--- config.mk ---
export PLATFORM = sky130hd
export DESIGN_NAME = exbus_cycle_ctrl_flat
export DESIGN_NICKNAME = d
export VERILOG_FILES = /design/src/rtl/exbus_cycle_ctrl_if.sv /design/src/rtl/exbus_cycle_ctrl.sv /design/src/flat_wrapper.sv
export SDC_FILE = /design/constraint.sdc
export NUM_CORES = 1
export LEC_CHECK = 0
export BUFFER_PORTS_ARGS = -buffer_cell sky130_fd_sc_hd__buf_2
export CORE_ASPECT_RATIO = 0.7
export CORE_MARGIN = 10
export CORE_UTILIZATION = 45
export CTS_BUF_LIST = sky130_fd_sc_hd__clkbuf_8 sky130_fd_sc_hd__clkbuf_16
export DETAILED_ROUTE_END_ITERATION = 12
export PLACE_DENSITY = 0.7
export SETUP_SLACK_MARGIN = 0.05
export SKIP_CTS_REPAIR_TIMING = 1
export SLEW_MARGIN = 20
export SYNTH_ARGS = -nofsm -noshare
export SYNTH_HDL_FRONTEND = slang
export SYNTH_SLANG_ARGS = --single-unit
--- constraint.sdc ---
create_clock -name clk -period 2.5 [get_ports clk]
set_input_delay 0 -clock clk [delete_from_list [all_inputs] [get_ports clk]]
set_output_delay 0 -clock clk [all_outputs]
set_load 0.05 [all_outputs]
--- src/rtl/exbus_cycle_ctrl_if.sv ---
// exbus_cycle_ctrl_if: sequencer command channel plus external async-SRAM bus
// Ports: cmd/cmd_valid/addr/wdata and mem_din/mem_wait are driven by the master side;
// cmd_ready/rdata/done/bus_err/fetch_cycle and mem_addr/mem_dout/strobes are driven by the slave side.
interface exbus_cycle_ctrl_if;
  logic [3:0] cmd;
  logic cmd_valid;
  logic cmd_ready;
  logic [15:0] addr;
  logic [15:0] wdata;
  logic [15:0] rdata;
  logic done;
  logic bus_err;
  logic fetch_cycle;
  logic [15:0] mem_addr;
  logic [7:0] mem_dout;
  logic [7:0] mem_din;
  logic mem_cs_n;
  logic mem_oe_n;
  logic mem_we_n;
  logic mem_wait;
  modport master (
    output cmd, cmd_valid, addr, wdata, mem_din, mem_wait,
    input cmd_ready, rdata, done, bus_err, fetch_cycle, mem_addr, mem_dout, mem_cs_n, mem_oe_n, mem_we_n
  );
  modport slave (
    input cmd, cmd_valid, addr, wdata, mem_din, mem_wait,
    output cmd_ready, rdata, done, bus_err, fetch_cycle, mem_addr, mem_dout, mem_cs_n, mem_oe_n, mem_we_n
  );
endinterface

--- src/rtl/exbus_cycle_ctrl.sv ---
// exbus_cycle_ctrl: executes one sequencer bus command as strobed SRAM cycles with wait/timeout
// Ports: clk, reset (sync, active-high), bus (slave modport: command channel and memory bus).
module exbus_cycle_ctrl (
  input logic clk,
  input logic reset,
  exbus_cycle_ctrl_if.slave bus
);
  localparam logic [2:0] S_IDLE  = 3'd0;
  localparam logic [2:0] S_SETUP = 3'd1;
  localparam logic [2:0] S_STB1  = 3'd2;
  localparam logic [2:0] S_STB2  = 3'd3;
  localparam logic [2:0] S_HOLD  = 3'd4;
  localparam logic [2:0] S_DONE  = 3'd5;
  logic [2:0] state_q, state_d;
  logic [3:0] op_q, op_d;
  logic [3:0] cnt_q;
  logic [15:0] buf_q;
  logic [7:0] wlo_q;
  logic beat_q;
  logic start, rd, wr, wide, tmo, busy, strobe;
  assign bus.cmd_ready = state_q == S_IDLE;
  // Strobe/select outputs are registered, so they are decoded from the next state and next opcode.
  always_comb begin
    start = bus.cmd_valid && state_q == S_IDLE && bus.cmd != 4'd0 && bus.cmd <= 4'd5;
    op_d = start ? bus.cmd : op_q;
    rd = op_d == 4'd1 || op_d == 4'd3 || op_d == 4'd4;
    wr = op_d == 4'd2 || op_d == 4'd5;
    wide = op_d == 4'd4 || op_d == 4'd5;
    tmo = state_q == S_STB2 && bus.mem_wait && cnt_q == 4'd15;
    state_d = state_q == S_IDLE ? (start ? S_SETUP : S_IDLE) :
              state_q == S_SETUP ? S_STB1 :
              state_q == S_STB1 ? S_STB2 :
              state_q == S_STB2 ? (!bus.mem_wait ? S_HOLD : tmo ? S_DONE : S_STB2) :
              state_q == S_HOLD ? (wide && !beat_q ? S_SETUP : S_DONE) : S_IDLE;
    busy = state_d >= S_SETUP && state_d <= S_HOLD;
    strobe = state_d == S_STB1 || state_d == S_STB2;
  end
  always_ff @(posedge clk) begin
    if (reset) begin
      state_q <= S_IDLE;
      op_q <= 4'd0;
      cnt_q <= 4'd0;
      buf_q <= 16'd0;
      wlo_q <= 8'd0;
      beat_q <= 1'b0;
      bus.rdata <= 16'd0;
      bus.done <= 1'b0;
      bus.bus_err <= 1'b0;
      bus.fetch_cycle <= 1'b0;
      bus.mem_addr <= 16'd0;
      bus.mem_dout <= 8'd0;
      bus.mem_cs_n <= 1'b1;
      bus.mem_oe_n <= 1'b1;
      bus.mem_we_n <= 1'b1;
    end else begin
      state_q <= state_d;
      op_q <= op_d;
      cnt_q <= state_q == S_STB2 && bus.mem_wait ? cnt_q + 4'd1 : 4'd0;
      if (start) begin
        wlo_q <= bus.wdata[7:0];
        beat_q <= 1'b0;
        bus.mem_addr <= bus.addr;
        bus.mem_dout <= bus.cmd == 4'd5 ? bus.wdata[15:8] : bus.wdata[7:0];
      end
      if (state_q == S_HOLD && state_d == S_SETUP) begin
        beat_q <= 1'b1;
        bus.mem_addr <= bus.mem_addr + 16'd1;
        bus.mem_dout <= wlo_q;
      end
      // Shifting in each beat leaves the first byte in the high half for READ16.
      if (state_q == S_STB2 && !bus.mem_wait) buf_q <= {buf_q[7:0], bus.mem_din};
      if (state_d == S_DONE && rd) bus.rdata <= tmo ? 16'hFFFF : wide ? buf_q : {8'h00, buf_q[7:0]};
      bus.done <= state_d == S_DONE;
      bus.bus_err <= tmo;
      bus.fetch_cycle <= busy && op_d == 4'd3;
      bus.mem_cs_n <= !busy;
      bus.mem_oe_n <= !(rd && strobe);
      bus.mem_we_n <= !(wr && strobe);
    end
  end
endmodule
--- src/flat_wrapper.sv ---
// flat-port wrapper written by rule: the top's interface ports become plain ports
module exbus_cycle_ctrl_flat 
  (clk, reset, bus_cmd, bus_cmd_valid, bus_addr, bus_wdata, bus_mem_din, bus_mem_wait, bus_cmd_ready, bus_rdata, bus_done, bus_bus_err, bus_fetch_cycle, bus_mem_addr, bus_mem_dout, bus_mem_cs_n, bus_mem_oe_n, bus_mem_we_n);
  exbus_cycle_ctrl_if bus_i ();
  input logic clk;
  input logic reset;
  input wire logic [$bits(bus_i.cmd)-1:0] bus_cmd;
  input wire logic [$bits(bus_i.cmd_valid)-1:0] bus_cmd_valid;
  input wire logic [$bits(bus_i.addr)-1:0] bus_addr;
  input wire logic [$bits(bus_i.wdata)-1:0] bus_wdata;
  input wire logic [$bits(bus_i.mem_din)-1:0] bus_mem_din;
  input wire logic [$bits(bus_i.mem_wait)-1:0] bus_mem_wait;
  output wire logic [$bits(bus_i.cmd_ready)-1:0] bus_cmd_ready;
  output wire logic [$bits(bus_i.rdata)-1:0] bus_rdata;
  output wire logic [$bits(bus_i.done)-1:0] bus_done;
  output wire logic [$bits(bus_i.bus_err)-1:0] bus_bus_err;
  output wire logic [$bits(bus_i.fetch_cycle)-1:0] bus_fetch_cycle;
  output wire logic [$bits(bus_i.mem_addr)-1:0] bus_mem_addr;
  output wire logic [$bits(bus_i.mem_dout)-1:0] bus_mem_dout;
  output wire logic [$bits(bus_i.mem_cs_n)-1:0] bus_mem_cs_n;
  output wire logic [$bits(bus_i.mem_oe_n)-1:0] bus_mem_oe_n;
  output wire logic [$bits(bus_i.mem_we_n)-1:0] bus_mem_we_n;
  assign bus_i.cmd = bus_cmd;
  assign bus_i.cmd_valid = bus_cmd_valid;
  assign bus_i.addr = bus_addr;
  assign bus_i.wdata = bus_wdata;
  assign bus_i.mem_din = bus_mem_din;
  assign bus_i.mem_wait = bus_mem_wait;
  assign bus_cmd_ready = bus_i.cmd_ready;
  assign bus_rdata = bus_i.rdata;
  assign bus_done = bus_i.done;
  assign bus_bus_err = bus_i.bus_err;
  assign bus_fetch_cycle = bus_i.fetch_cycle;
  assign bus_mem_addr = bus_i.mem_addr;
  assign bus_mem_dout = bus_i.mem_dout;
  assign bus_mem_cs_n = bus_i.mem_cs_n;
  assign bus_mem_oe_n = bus_i.mem_oe_n;
  assign bus_mem_we_n = bus_i.mem_we_n;
  exbus_cycle_ctrl u_core (.clk(clk), .reset(reset), .bus(bus_i));
endmodule
Word-level counts from Yosys, hierarchy flattened
Cells that the tools add are included.
{ "totals": {"register_bits": 82, "latchBits": 0, "ramBits": 0, "romBits": 0, "input_bits": 48, "out_inout_bits": 47, "wordCells": 82, "mem_count": 0} }
{ "op_classes": {"add_sub_neg": 2, "n_mul": 0, "div_mod_pow": 0, "n_lt_le_gt_ge": 3, "eq_ne": 15, "shift": 0, "mux": 19, "bitwise": 1, "reduce_logical": 27} }
{ "ops": {"columns": ["op", "count"], "rows": [
  ["16-bit two-way mux", 4],
  ["3-bit two-way mux", 8],
  ["8-bit two-way mux", 3],
  ["16-bit by 1-bit adder with 16-bit output, second input constant", 1],
  ["1-bit logical AND", 13],
  ["3-bit by 2-bit == test with 1-bit output, second input constant", 4],
  ["4-bit by 3-bit == test with 1-bit output, second input constant", 3],
  ["4-bit by 2-bit == test with 1-bit output, second input constant", 2],
  ["3-bit by 1-bit == test with 1-bit output, second input constant", 2],
  ["3-bit == test, second input constant", 2],
  ["1-bit zero test", 5],
  ["1-bit logical OR", 5],
  ["4-bit by 1-bit adder with 4-bit output, second input constant", 1],
  ["4-bit by 1-bit == test with 1-bit output, second input constant", 1],
  ["4-bit == test, second input constant", 1],
  ["4-bit by 3-bit <= comparator with 1-bit output, second input constant", 1],
  ["4-bit two-way mux", 1],
  ["4-bit nonzero test", 1],
  ["3-bit by 1-bit greater-or-equal comparator with 1-bit output, second input constant", 1],
  ["3-bit <= comparator, second input constant", 1],
  ["3-bit zero test", 1],
  ["1-bit two-way mux", 3],
  ["2-bit nonzero test", 1],
  ["2-bit OR reduction", 1],
  ["1-bit NOT", 1]
]} }

Logic depth before layout (Yosys ltp)
{ "depth": {"word_depth": 18, "depth_mapped": 10, "ltp_nobuf": 7} }

Worst setup path after synthesis
OpenSTA, ideal clock, no wires.
{ "synth_timing": {"path_type": "reg-to-reg", "start": "register u_core.bus.mem_addr[0]", "end": "register u_core.bus.mem_addr[14]", "setup_ns": 0.079, "arrival_time_ns": 1.950, "t_required_ns": 2.421, "setup_slack_ns": 0.470, "stages_incl_launch_ff": 7, "n_path_buf": 0, "period_less_slack_ns": 2.030, "cell_sequence": "dfxtp_1 > ha_1 > and3_1 > nand4_2 > nor4_2 > xnor2_1 > a211oi_2"} }
{ "synth_via": {"elab_chain_len": 2} }
{ "synth_rtl": {"columns": ["item", "line", "text"], "rows": [
  ["start: declaration", "exbus_cycle_ctrl_if.sv:27", "output cmd_ready, rdata, done, bus_err, fetch_cycle, mem_addr, mem_dout, mem_cs_n, mem_oe_n, mem_we_n"],
  ["start signal: assignment", "exbus_cycle_ctrl.sv:62", "bus.mem_addr <= bus.addr;"],
  ["start signal: assignment", "exbus_cycle_ctrl.sv:67", "bus.mem_addr <= bus.mem_addr + 16'd1;"],
  ["16-bit by 1-bit adder with 16-bit output", "exbus_cycle_ctrl.sv:67", null],
  ["16-bit two-way mux", "exbus_cycle_ctrl.sv:65", "if (state_q == S_HOLD && state_d == S_SETUP) begin"]
]} }
No other way between the ends.
A chain may end at the register's enable or synchronous reset.

Worst setup path in the final report
{ "layout_timing": {"start": "register u_core.state_q[2]", "end": "register u_core.bus.rdata[9]"} }
{ "layout_via": {"elab_chain_len": 16, "word_cells_on_any_way": 32, "cone_classes": "eq/ne: 9; mux: 12; reduce/logical: 11"} }
{ "layout_rtl": {"columns": ["item", "line", "text"], "rows": [
  ["start: declaration", "exbus_cycle_ctrl.sv:14", "logic [2:0] state_q, state_d;"],
  ["start signal: assignment", "exbus_cycle_ctrl.sv:56", "state_q <= state_d;"],
  ["3-bit zero test", "exbus_cycle_ctrl.sv:24, exbus_cycle_ctrl.sv:30", null],
  ["1-bit logical AND (3 in series)", "exbus_cycle_ctrl.sv:24", "start = bus.cmd_valid && state_q == S_IDLE && bus.cmd != 4'd0 && bus.cmd <= 4'd5;"],
  ["4-bit two-way mux", "exbus_cycle_ctrl.sv:25", "op_d = start ? bus.cmd : op_q;"],
  ["4-bit by 3-bit == test with 1-bit output, on equally long branches", "exbus_cycle_ctrl.sv:26, exbus_cycle_ctrl.sv:28", null],
  ["1-bit logical OR", "exbus_cycle_ctrl.sv:28", "wide = op_d == 4'd4 || op_d == 4'd5;"],
  ["1-bit logical AND", "exbus_cycle_ctrl.sv:34", "state_q == S_HOLD ? (wide && !beat_q ? S_SETUP : S_DONE) : S_IDLE;"],
  ["3-bit two-way mux (2 in series)", "exbus_cycle_ctrl.sv:34", null],
  ["3-bit two-way mux", "exbus_cycle_ctrl.sv:33", "state_q == S_STB2 ? (!bus.mem_wait ? S_HOLD : tmo ? S_DONE : S_STB2) :"],
  ["3-bit two-way mux", "exbus_cycle_ctrl.sv:32", "state_q == S_STB1 ? S_STB2 :"],
  ["3-bit two-way mux", "exbus_cycle_ctrl.sv:31", "state_q == S_SETUP ? S_STB1 :"],
  ["3-bit two-way mux", "exbus_cycle_ctrl.sv:30", "state_d = state_q == S_IDLE ? (start ? S_SETUP : S_IDLE) :"],
  ["3-bit == test", "exbus_cycle_ctrl.sv:72", "if (state_d == S_DONE && rd) bus.rdata <= tmo ? 16'hFFFF : wide ? buf_q : {8'h00, buf_q[7:0]};"],
  ["1-bit logical AND", "exbus_cycle_ctrl.sv:72", null],
  ["end signal: assignment", "exbus_cycle_ctrl.sv:72", null],
  ["end: declaration", "exbus_cycle_ctrl_if.sv:27", null]
]} }
Several ways; a longest one is shown, not always the timed one.

==> results_dict.tcl <==
set metrics [dict create \
    seq_area_frac_synth 0.444 \
    fin_area_mm2 0.00476 \
    drive_gt1_frac 0.261 \
    multi_input_area_mm2 0.00189 \
    finalNonFillerCells 656 \
    grt.total_usage 0.163 \
    cts_buffer_depth 2 \
    core_mm2 0.00794 \
    finalPower_mw 3.04 \
    hold_viol 6 \
    dp_slack_ps 527 \
    powerDensity_mw_per_mm2 638 \
    timing.hold.ws_ps -40.2 \
    start_util 0.466 \
    diodes 0 \
    max_freq_mhz 489 \
    cts_root_buf "clkbuf_16" \
    finalSetupTns_ps 0 \
    cts.sinks 82 \
    hp-class "input port to flip-flop" \
    drc 0 \
    detail_route.first_pass.iterations 5 \
    crit_path_start_kind "flip-flop" \
    ys.flop_type "dfxtp_1" \
    ant_nets 0 \
    area_delta_synth_final_pct 28.7 \
    h-tree-depth 3 \
    syn-cell-area_mm2 0.00370 \
    path_class "flip-flop to flip-flop" \
    p_leak_nw 1.91 \
    crit_fanout 25 \
    final_min_period_over_clock_period 0.818 \
    portBuffers 94 \
    rows 27 \
    totalWireLength_um 10300 \
    slew_headroom 0.573 \
    slew_viol_final 0 \
    synth_top_area_frac 0.444 \
    grt_start_max_net_pins 54 \
    place_congestion 0.854 \
    yosysWarnings 0 \
    synth_cells 442 \
    required_ps 2760 \
    min_period_ps 2050 \
    synth_edf_count 0 \
    end_kind "flip-flop" \
    fill_cells 700 \
    seq_area_mm2 0.00164 \
    worst_slack_ps 454 \
    violations "hold timing" \
    numCtsBuffers 9 \
    die_x_um 128 \
    ios 95 \
    dp_hpwl_um 7310 \
    crit_arrival_ps 2310 \
    crit_chain "clkinv_1, nand2_2, inv_2, and4_1, buf_4, o32ai_2, a21oi_1, a21oi_2" \
    vias 3498 \
    fp.dieH_um 95.9 \
    layout.nets 603 \
    yosysTopAreaCell "dfxtp_1" \
    die_area_mm2 0.0123 \
    antenna_found_initial 0 \
    setup_violations 0 \
    fin_skew_ps 6.74 \
    wl_per_cell_um 15.6 \
    ys_types 60 \
    path_clk_slew_ps 60 \
    grt_pass1_wl_um 16300 \
    ys_ff_latch 82 \
    tightest_slew_ps 635 \
    maxCapViolations 0 \
    critPathMaxStageDelay_ps 520 \
    ir_drop_mv 0.418 \
    grt_pass1_vias 3346 \
    syn_avg_cell_area_um2 8.37 \
    crit_path_top_delay_cell "dfxtp_1" \
    post_dp_cell_area_mm2 0.00422 \
    synth-async-reset-ratio 0 \
    cts_tree "done" \
    status "complete, but fails checks" \
    drt_iter0_drc 282 \
    rsz0062_at_grt "false" \
    viasPerCell 5.33 \
    final_core_util 0.600 \
    dp_cells 617 \
    synth_top_cells_by_area "dfxtp_1 44%, nand2_1 8.5%, a21oi_1 8.3%" \
    overflow 0 \
    syn_nets 492 \
    clock_latency_ps 330 \
]
==> worst max-delay path: cells and delay by family (launching register included) <==
kind | cells | cell delay (ps)
AO/OA/AOI/OAI | 3 | 640
flip-flops | 1 | 520
buffers and inverters | 3 | 500
AND/OR/NAND/NOR | 2 | 330
==> worst paths after layout <==
path	cells after the start	startpoint	endpoint	slack, ps
worst max-delay path	8	u_core.state_q[2]	u_core.bus.rdata[9]	450
worst min-delay path	3	bus_addr[15]	u_core.bus.mem_addr[15]	-40
worst max register to register	8	u_core.state_q[2]	u_core.bus.rdata[9]	450
worst min register to register	1	u_core.cnt_q[0]	u_core.cnt_q[0]	450
==> report_power, final <==
| group | internal (mW) | switching [mW] |
|---|---|---|
| clock | 0.781 | 0.484 |
| combinational | 0.143 | 0.242 |
| sequential | 1.35 | 0.0389 |
| total | 2.27 | 0.765 |
==> cell usage after synthesis (3+ instances only) <==
| cell | count |
|---|---|
| a211oi_1 | 7 |
| xor2_1 | 3 |
| inv_1 | 3 |
| a31oi_1 | 4 |
| a21oi_2 | 11 |
| dfxtp_1 | 82 |
| o211ai_1 | 9 |
| nor2_1 | 35 |
| clkbuf_1 | 13 |
| buf_2 | 9 |
| nand3_1 | 7 |
| and3_1 | 5 |
| nand2b_1 | 19 |
| a21oi_1 | 61 |
| nand2_1 | 84 |
| xnor2_1 | 5 |
| o21ai_0 | 9 |
| and2_1 | 4 |
| nor3_1 | 4 |
| mux2i_1 | 9 |
| or3_1 | 4 |
| buf_4 | 4 |
| nor4_1 | 3 |
| nand4_1 | 5 |
==> flip-flops by register name, summed over array words and instances (netlist names), 3 cells and up <==
name and flops:
u_core.buf_q 16, u_core.bus.mem_addr 16, u_core.bus.rdata 16, u_core.bus.mem_dout 8
u_core.wlo_q 8, u_core.cnt_q 4, u_core.op_q 4, u_core.state_q 3
==> cell usage in the layout, fill, tap and decap left out, types with 9 or more instances in the layout <==
cell type / Yosys / routed
buf_2: 9 / 94
nand2_1: 84 / 84
dfxtp_1: 82 / 82
a21oi_1: 61 / 61
nor2_1: 35 / 35
dlygate4sd3_1: 0 / 26
nand2b_1: 19 / 19
a21oi_2: 11 / 11
o21ai_0: 9 / 9
o211ai_1: 9 / 9
mux2i_1: 9 / 9
clkbuf_16: 0 / 9
buf_4: 4 / 9
==> cells by family after synthesis <==
logic type      count (synthesis)  synth area share
simple gates                  189             0.255
compound gates                118             0.205
flops                          82             0.444
buf+inv                        34            0.0460
mux                             9            0.0244
xor+xnor                        8            0.0189
fa+ha+maj                       2           0.00676
==> layout make-up <==
cell class,count,area share
Inverter,5,0.00394
Sequential cell,82,0.345
Clock inverter,3,0.00894
Multi-Input combinational cell,326,0.398
Timing Repair Buffer,129,0.168
Clock buffer,10,0.0502
Tap cell,101,0.0266
==> metal layers <==
metal	up-vias	track usage	wire, um
met1	1623	0.218	4890
li1	1756	-	-
met5	-	0	0
met2	115	0.242	4530
met4	0	0.0346	45
met3	4	0.0637	794
Note: power is estimated with default switching activity, not from simulation.
